## config.mk

```make
export PLATFORM = sky130hd
export DESIGN_NAME = fsm_send_multi
export DESIGN_NICKNAME = d
export VERILOG_FILES = /design/src/rtl/fsm_send_multi.sv
export SDC_FILE = /design/constraint.sdc
export NUM_CORES = 1
export LEC_CHECK = 0
export ABC_AREA = 1
export BUFFER_PORTS_ARGS = -buffer_cell sky130_fd_sc_hd__buf_2
export CAP_MARGIN = 30
export CORE_MARGIN = 2
export CORE_UTILIZATION = 25
export CTS_CLUSTER_DIAMETER = 40
export DETAILED_ROUTE_END_ITERATION = 7
export HOLD_SLACK_MARGIN = 0.1
export PLACE_DENSITY = 0.45
export SETUP_SLACK_MARGIN = 0.02
export SLEW_MARGIN = 20
export SYNTH_ARGS = -nofsm -noshare
export SYNTH_HDL_FRONTEND = slang
export SYNTH_SLANG_ARGS = --single-unit
export TNS_END_PERCENT = 10
```

## constraint.sdc

```tcl
create_clock -name clk -period 3.4 [get_ports clk]
set_input_delay 0.68 -clock clk [delete_from_list [all_inputs] [get_ports clk]]
set_output_delay 0.68 -clock clk [all_outputs]
set_load 0.01 [all_outputs]
```

## src/rtl/fsm_send_multi.sv

```systemverilog
// Multi-word send sequencer: starts the summer, then sends each result as NUM_WORDS UART words
// paced by tx_busy and a minimum gap. Define FSM_SEND_HDR_EN to prefix every frame with a header word.
module fsm_send_multi #(
  parameter int NUM_WORDS  = 2,
  parameter int SEL_W      = 2,
  parameter int GAP_CYCLES = 100,
  parameter int TIMER_W    = 16
) (
  input  logic             clk,
  input  logic             reset,
  input  logic             en_send,
  input  logic             sum_ready,
  input  logic             tx_busy,
  output logic             sum_en,
  output logic             tx_send,
  output logic [SEL_W-1:0] send_sel,
  output logic             frame_done,
  output logic             busy
);

  typedef enum logic [1:0] {
    IDLE     = 2'd0,
    WAIT_SUM = 2'd1,
    SEND     = 2'd2,
    WAIT_TX  = 2'd3
  } state_t;

  localparam logic [SEL_W-1:0]   LAST_IDX = SEL_W'(NUM_WORDS - 1);
  localparam logic [SEL_W-1:0]   HDR_IDX  = SEL_W'(NUM_WORDS);
  localparam logic [TIMER_W-1:0] GAP      = TIMER_W'(GAP_CYCLES);

`ifdef FSM_SEND_HDR_EN
  localparam logic [SEL_W-1:0] FIRST_IDX = HDR_IDX;
`else
  localparam logic [SEL_W-1:0] FIRST_IDX = '0;
`endif

  state_t             state_reg;
  logic [SEL_W-1:0]   idx_reg;
  logic [TIMER_W-1:0] timer_reg;
  logic               tx_exit;
  logic               last_word;

  // A word is released only when the UART is idle and the gap has elapsed in the same cycle.
  assign tx_exit   = (state_reg == WAIT_TX) && !tx_busy && (timer_reg >= GAP);
  assign last_word = (idx_reg == LAST_IDX);

  always_ff @(posedge clk) begin
    if (reset) begin
      state_reg <= IDLE;
      idx_reg   <= '0;
      timer_reg <= '0;
    end else begin
      if (timer_reg != '1) timer_reg <= timer_reg + 1'b1;
      case (state_reg)
        IDLE: begin
          if (en_send) begin
            state_reg <= WAIT_SUM;
            idx_reg   <= '0;
            timer_reg <= '0;
          end
        end
        WAIT_SUM: begin
          if (sum_ready) begin
            state_reg <= SEND;
            idx_reg   <= FIRST_IDX;
            timer_reg <= '0;
          end
        end
        SEND: begin
          state_reg <= WAIT_TX;
          timer_reg <= '0;
        end
        WAIT_TX: begin
          if (tx_exit) begin
            timer_reg <= '0;
            if (last_word) begin
              idx_reg   <= '0;
              state_reg <= en_send ? WAIT_SUM : IDLE;
            end else begin
              // The header index wraps to the first data word; data words simply advance.
              idx_reg   <= (idx_reg == HDR_IDX) ? '0 : idx_reg + 1'b1;
              state_reg <= SEND;
            end
          end
        end
        default: begin
          state_reg <= IDLE;
          idx_reg   <= '0;
          timer_reg <= '0;
        end
      endcase
    end
  end

  assign sum_en     = (state_reg == WAIT_SUM);
  assign tx_send    = (state_reg == SEND);
  assign send_sel   = ((state_reg == SEND) || (state_reg == WAIT_TX)) ? idx_reg : '0;
  assign frame_done = tx_exit && last_word;
  assign busy       = (state_reg != IDLE);

endmodule

```

==> metrics, run 1 <==
met3 WL post-DR=47 µm; Worst R2R End=timer_reg[0]$_SDFF_PP0_; drt first pass iters=4; Reg2Reg Depth=8; initial antenna violation count=0; Reg power frac=between 50% and 60%; CTS Hold Bufs=0; largest net degree at the start of global routing=17; Critical Path End=frame_done; P_sw=around 0.00013 W; Final Setup Violations=0; RR Startpoint=timer_reg[0]$_SDFF_PP0_; Antenna Violating Nets Remaining=0; Finished Core Util=28.67%; register area share after synthesis=33.68%; commonest non-fill, non-tap cells in the layout=nand2_1 (28), nor2_1 (28), inv_1 (24); share of cells above drive strength 1=21.23%; switching part of the total=between 20 and 30%; Num CTS Buffers=3; Clk Tree Root Cell=clkbuf_8; I/O pin cnt=11; highest routed metal layer=met4; startpoint types=register; share of the synthesized area in the top cell type=33.68%; endpoint class of the critical path=output port; non-filler cells in the finished layout=233; met2 WL=1.106 mm; Clock power frac=32.8%; Nets=188; WS Path Type=register to output port; die height=72.96 µm; CTS clk-pin slew, worst paths=approximately 0.070 ns; Sink Count=20; Synth Instances=approximately 170; first-pass GRT wire length=4.146 mm; Core Box Area=0.004661 mm²; Max Clk Rate=503.3 MHz; Fin. Hold Viols=0; fill count=~500; pwr dens=350.8 mW/mm²; RSZ-0062 raised after global routing=no; PortBufs=10; logic gate share of total power=13.9%; worst reg-to-reg setup slack=1.69 ns; Clk Latency, worst-skew pair=between 0.2 and 0.3 ns; worst slew pin tran=0.2554 ns; Max Cap Violations=0; Ys Warns=0; row cnt=25; ranking of synthesized cells by area=dfxtp_1 (34%), nand2_1 (8.8%), nor2_1 (8.8%); Slew HR=82.92%; largest area contributor in the netlist=dfxtp_1; placed insts=230; vias per inst=4.253; Area Overhead vs Synth=12.42%; H-tree depth=1; CP required=2.72 ns; Cell Int Power=0.0003433 W; Die Area=0.005322 mm²; cell area after synthesis=~0.0012 mm²; clk buf depth=2; setup tns final=0 ns; Post-Syn Nets=174; CP arrival=1.31 ns; Die W=72.96 µm; CP Max Fanout=5; period utilization=58.44%; worst clock skew=between 0.007 and 0.008 ns; Antenna diodes=0; RePlAce Congestion=0.7341; # Post-CTS Setup Buffers=0; Worst VDD drop=167.9 µV; DRC errors left=0; TritonCTS clock tree=done; vias in the first global route=approximately 920; Setup crit start=timer_reg[7]$_SDFF_PP0_; Avg WL per Cell=9.953 µm; Initial Utilization=25.50%; gr usage total=under 10%; status=finished, final reports clean; Cell variety after synth=26; wl on met1=1.140 mm; DP Wirelength=1.818 mm; Iteration-0 DRC Markers=54; static leakage=0.6218 nW; Avg Cell Area, Syn=7.118 µm²; GRT overflow=0; final number of max-transition violations=0; final wirelength=2.319 mm; hold crit path type=register to register; post-route minimum period=1.987 ns; Vias=991; Seq cells post-synth=20; Post-CTS Resized=0; max reg flops=16
==> through the flow <==
step	area, µm²	setup WS, ns	hold WS [ns]	power (W)
2_1_floorplan	1189	1.715	0.4610	0.0003068
3_3_place_gp	1295	1.566	0.4955	0.0003229
3_5_place_dp	1295	1.556	0.5051	0.0003216
4_1_cts	1336	1.387	0.5180	0.0004794
5_1_grt	1336	1.300	0.5441	0.0004993
6_report	1336	1.413	0.5148	0.0004687
==> kinds of logic (layout without fill, tap and decap cells) <==
group / after synthesis / after routing / share of synthesized area (%)
adders and majority gates: 2 / 2 / 2.105
and+or+nand+nor: 94 / 94 / 40.95
DFF: 20 / 20 / 33.68
xor gates and xnor gates: 8 / 8 / 5.895
AOI/OAI and AO/OA: 15 / 15 / 7.895
buffers and inverters: 28 / 40 / 9.474
==> routing by layer <==
metal | vias to the layer above | GRT usage (%)
met4 | 0 | 2.263
met2 | 5 | 15.56
li1 | 547 | -
met5 | - | 0
met3 | 2 | 3.039
met1 | 437 | 13.49
==> Yosys cell counts <==
cell type  number
nand2_1        28
nor2_1         28
inv_1          24
dfxtp_1        20
nand3_1        12
o21ai_0         6
xor2_1          6
a21oi_1         4
a21oi_2         4
nand4_1         4
nor2_2          4
inv_2           3
nand2_2         3
nand2_4         3
nor3_1          3
ha_1            2
nor2_4          2
nor3_2          2
xnor2_1         2
buf_6           1
nand3_2         1
nand3_4         1
nor3_4          1
o21ai_2         1
or2_0           1
or2_1           1
==> worst max-delay path, cell delays in order, from the launching register on <==
cell	delay, ns
dfxtp_1	0.35
or2_0	0.23
nor2_1	0.11
nand3_1	0.09
nand2_1	0.10
nor2_1	0.04
buf_2	0.13
==> power groups by stage <==
stage	sequential (W)	combinational, W	clock [W]
global placement	0.000256	0.0000673	0
floorplan	0.000254	0.0000529	0
global route	0.000252	0.0000763	0.000171
CTS	0.000250	0.0000662	0.000163
detailed placement	0.000256	0.0000660	0
finish	0.000250	0.0000650	0.000154
==> layout make-up <==
cell class | count | area (µm²) | share of cell area [%]
Multi-Input combinational cell | 119 | 675.6 | 50.56
Sequential cell | 20 | 400.4 | 29.96
Inverter | 27 | 101.3 | 7.584
Tap cell | 54 | 67.56 | 5.056
Timing Repair Buffer | 10 | 50.05 | 3.745
Clock buffer | 3 | 41.29 | 3.090
==> worst min path at each step <==
stage	from	cells after the start	slack, ns	endpoint
floorplan	idx_reg[1]$_SDFFE_PP0P_	2	0.46	idx_reg[1]$_SDFFE_PP0P_
CTS	idx_reg[1]$_SDFFE_PP0P_	2	0.52	idx_reg[1]$_SDFFE_PP0P_
global placement	idx_reg[1]$_SDFFE_PP0P_	2	0.50	idx_reg[1]$_SDFFE_PP0P_
detailed placement	idx_reg[1]$_SDFFE_PP0P_	2	0.51	idx_reg[1]$_SDFFE_PP0P_
finish	idx_reg[1]$_SDFFE_PP0P_	2	0.51	idx_reg[1]$_SDFFE_PP0P_
global route	idx_reg[1]$_SDFFE_PP0P_	2	0.54	idx_reg[1]$_SDFFE_PP0P_
No activity file was read; power rests on OpenSTA's default activity.
==> run 2: changes to the inputs <==
- PLACE_DENSITY: 0.45 -> 0.47
- clock period: 3.4 -> 1.6 ns (I/O delays scaled with it)
==> run 2 against run 1 <==
Compared with the run above:
- final area rose by 7.7%
- register-to-register slack worse by 1.5 ns
- hold slack worse by 0.090 ns
- combinational power grew 130%
- critical path type unchanged
- largest cell class unchanged
- largest power group unchanged
==> metrics, run 2 (same netlist as run 1, synthesis figures left out) <==
slack of the critical path=between 0.03 and 0.04 ns; drt first pass iters=4; Antenna Violating Nets Remaining=0; slowest CP cell=dfxtp_2; static leakage=0.6706 nW; CTS clk-pin slew, worst paths=0.07 ns; Avg WL per Cell=approximately 10 µm; Initial Utilization=25.50%; period utilization=97.77%; Worst R2R End=timer_reg[9]$_SDFF_PP0_; TritonCTS clock tree=done; Worst VDD drop=around 400 µV; post-route minimum period=1.564 ns; CTS Hold Bufs=0; buffers and inverters on the worst path=1; Area Overhead vs Synth=21.05%; Slew HR=81.19%; Final Power=0.001073 W; GRT overflow=0; cell depth of the worst setup path=6; die height=72.96 µm; PortBufs=10; Die Area=0.005322 mm²; pwr dens=745.5 mW/mm²; final number of max-transition violations=0; hold crit path type=input port to register; worst clock skew=0.001320 ns; placed insts=234; Iteration-0 DRC Markers=26; RePlAce Congestion=0.7601; Num CTS Buffers=3; Fin Hold WS=0.4253 ns; I/O pin cnt=11; DRC errors left=0; gr usage total=10.48%; Max Clk Rate=639.2 MHz; CP Max Fanout=2; Finished Core Util=30.87%; worst reg-to-reg setup slack=approximately 0.15 ns; Vias=a little over 1000; initial antenna violation count=0; Clk Tree Root Cell=clkbuf_8; Clk Latency, worst-skew pair=0.26 ns; first-pass GRT wire length=4.312 mm; commonest non-fill, non-tap cells in the layout=nand2_1 (28), nor2_1 (28), inv_1 (24); status=finished, final reports clean; Crit path top cell by count=nor2_1; vias in the first global route=971; Antenna diodes=0; Final Setup Violations=0; row cnt=25; worst-path cell chain=or2_0 > nor2_1 > nand3_1 > nand2_1 > nor2_1 > buf_2; RSZ-0062 raised after global routing=yes; startpoint types=register; CP required=1.28 ns; DP Wirelength=~1.9 mm; Setup crit start=timer_reg[9]$_SDFF_PP0_; non-filler cells in the finished layout=242; largest net degree at the start of global routing=17; share of cells above drive strength 1=31.91%; clk buf depth=2; H-tree depth=1; max reg flops=16; Fin. Hold Viols=0; Core Box Area=0.004661 mm²; Max Cap Violations=0; RR Startpoint=timer_reg[1]$_SDFF_PP0_; vias per inst=4.264; Nets=roughly 200; slowest stage delay, CP=0.32 ns; Critical Path End=frame_done; worst slew pin tran=0.2818 ns; CP arrival=1.24 ns; pre-CTS setup slack=0.08307 ns; final wirelength=2.482 mm; Reg2Reg Depth=9; endpoint class of the critical path=output port; WS Path Type=register to output port; Die W=72.96 µm; Sink Count=20; delay-heaviest family, CP=simple AND/OR/NAND/NOR gates
## run 2: final cells by class
cell class / instances / area [µm²]
Fill cell: 513 / 3222
Multi-Input combinational cell: 119 / 686.9
Sequential cell: 20 / 415.4
Timing Repair Buffer: 18 / 110.1
Inverter: 27 / 103.9
Tap cell: 54 / 67.56
Clock buffer: 4 / 55.05
## run 2: worst register-to-register path, cell delays in order (launching register included)
cell     delay [ns]
dfxtp_1        0.36
ha_2           0.22
nand3_2        0.10
nor2_4         0.13
nand2_4        0.07
nor2_4         0.12
nand2_4        0.09
nand2_1        0.08
xor2_1         0.14
nor2_1         0.05
## run 2: routing by layer
metal,share of wire (%),vias up,GRT usage [%]
li1,-,563,-
met1,47,463,13.52
met2,51,6,17.37
met3,2.5,0,2.901
met4,0,0,2.469
met5,0,-,0
## run 2: worst min-delay path by stage
stage	start	end	slack, ns	cells after the start
3_5_place_dp	idx_reg[1]$_SDFFE_PP0P_	idx_reg[1]$_SDFFE_PP0P_	0.48	2
6_report	reset	state_reg[1]$_SDFFE_PP0P_	0.43	4
5_1_grt	reset	idx_reg[0]$_SDFFE_PP0P_	0.45	4
2_1_floorplan	idx_reg[1]$_SDFFE_PP0P_	idx_reg[1]$_SDFFE_PP0P_	0.46	2
4_1_cts	reset	state_reg[1]$_SDFFE_PP0P_	0.38	4
3_3_place_gp	idx_reg[1]$_SDFFE_PP0P_	idx_reg[1]$_SDFFE_PP0P_	0.49	2
## run 2: where the power goes
part,total [W],switching (W),internal [W]
Sequential,0.000535,0.0000194,0.000516
Clock,0.000390,0.000171,0.000219
Combinational,0.000148,0.0000969,0.0000507
Total,0.00107,0.000287,0.000786
## run 2: through the flow
stage / setup TNS [ns] / instance area, µm²
6_report: 0 / 1439
5_1_grt: -0.1010 / 1439
4_1_cts: 0 / 1423
3_5_place_dp: 0 / 1325
3_3_place_gp: 0 / 1325
2_1_floorplan: 0 / 1189
## run 2: repair_timing
item	CTS	global route
setup endpoints to repair	1	11
setup buffers	4	0
gates resized for setup	10	5
pin swaps	4	0
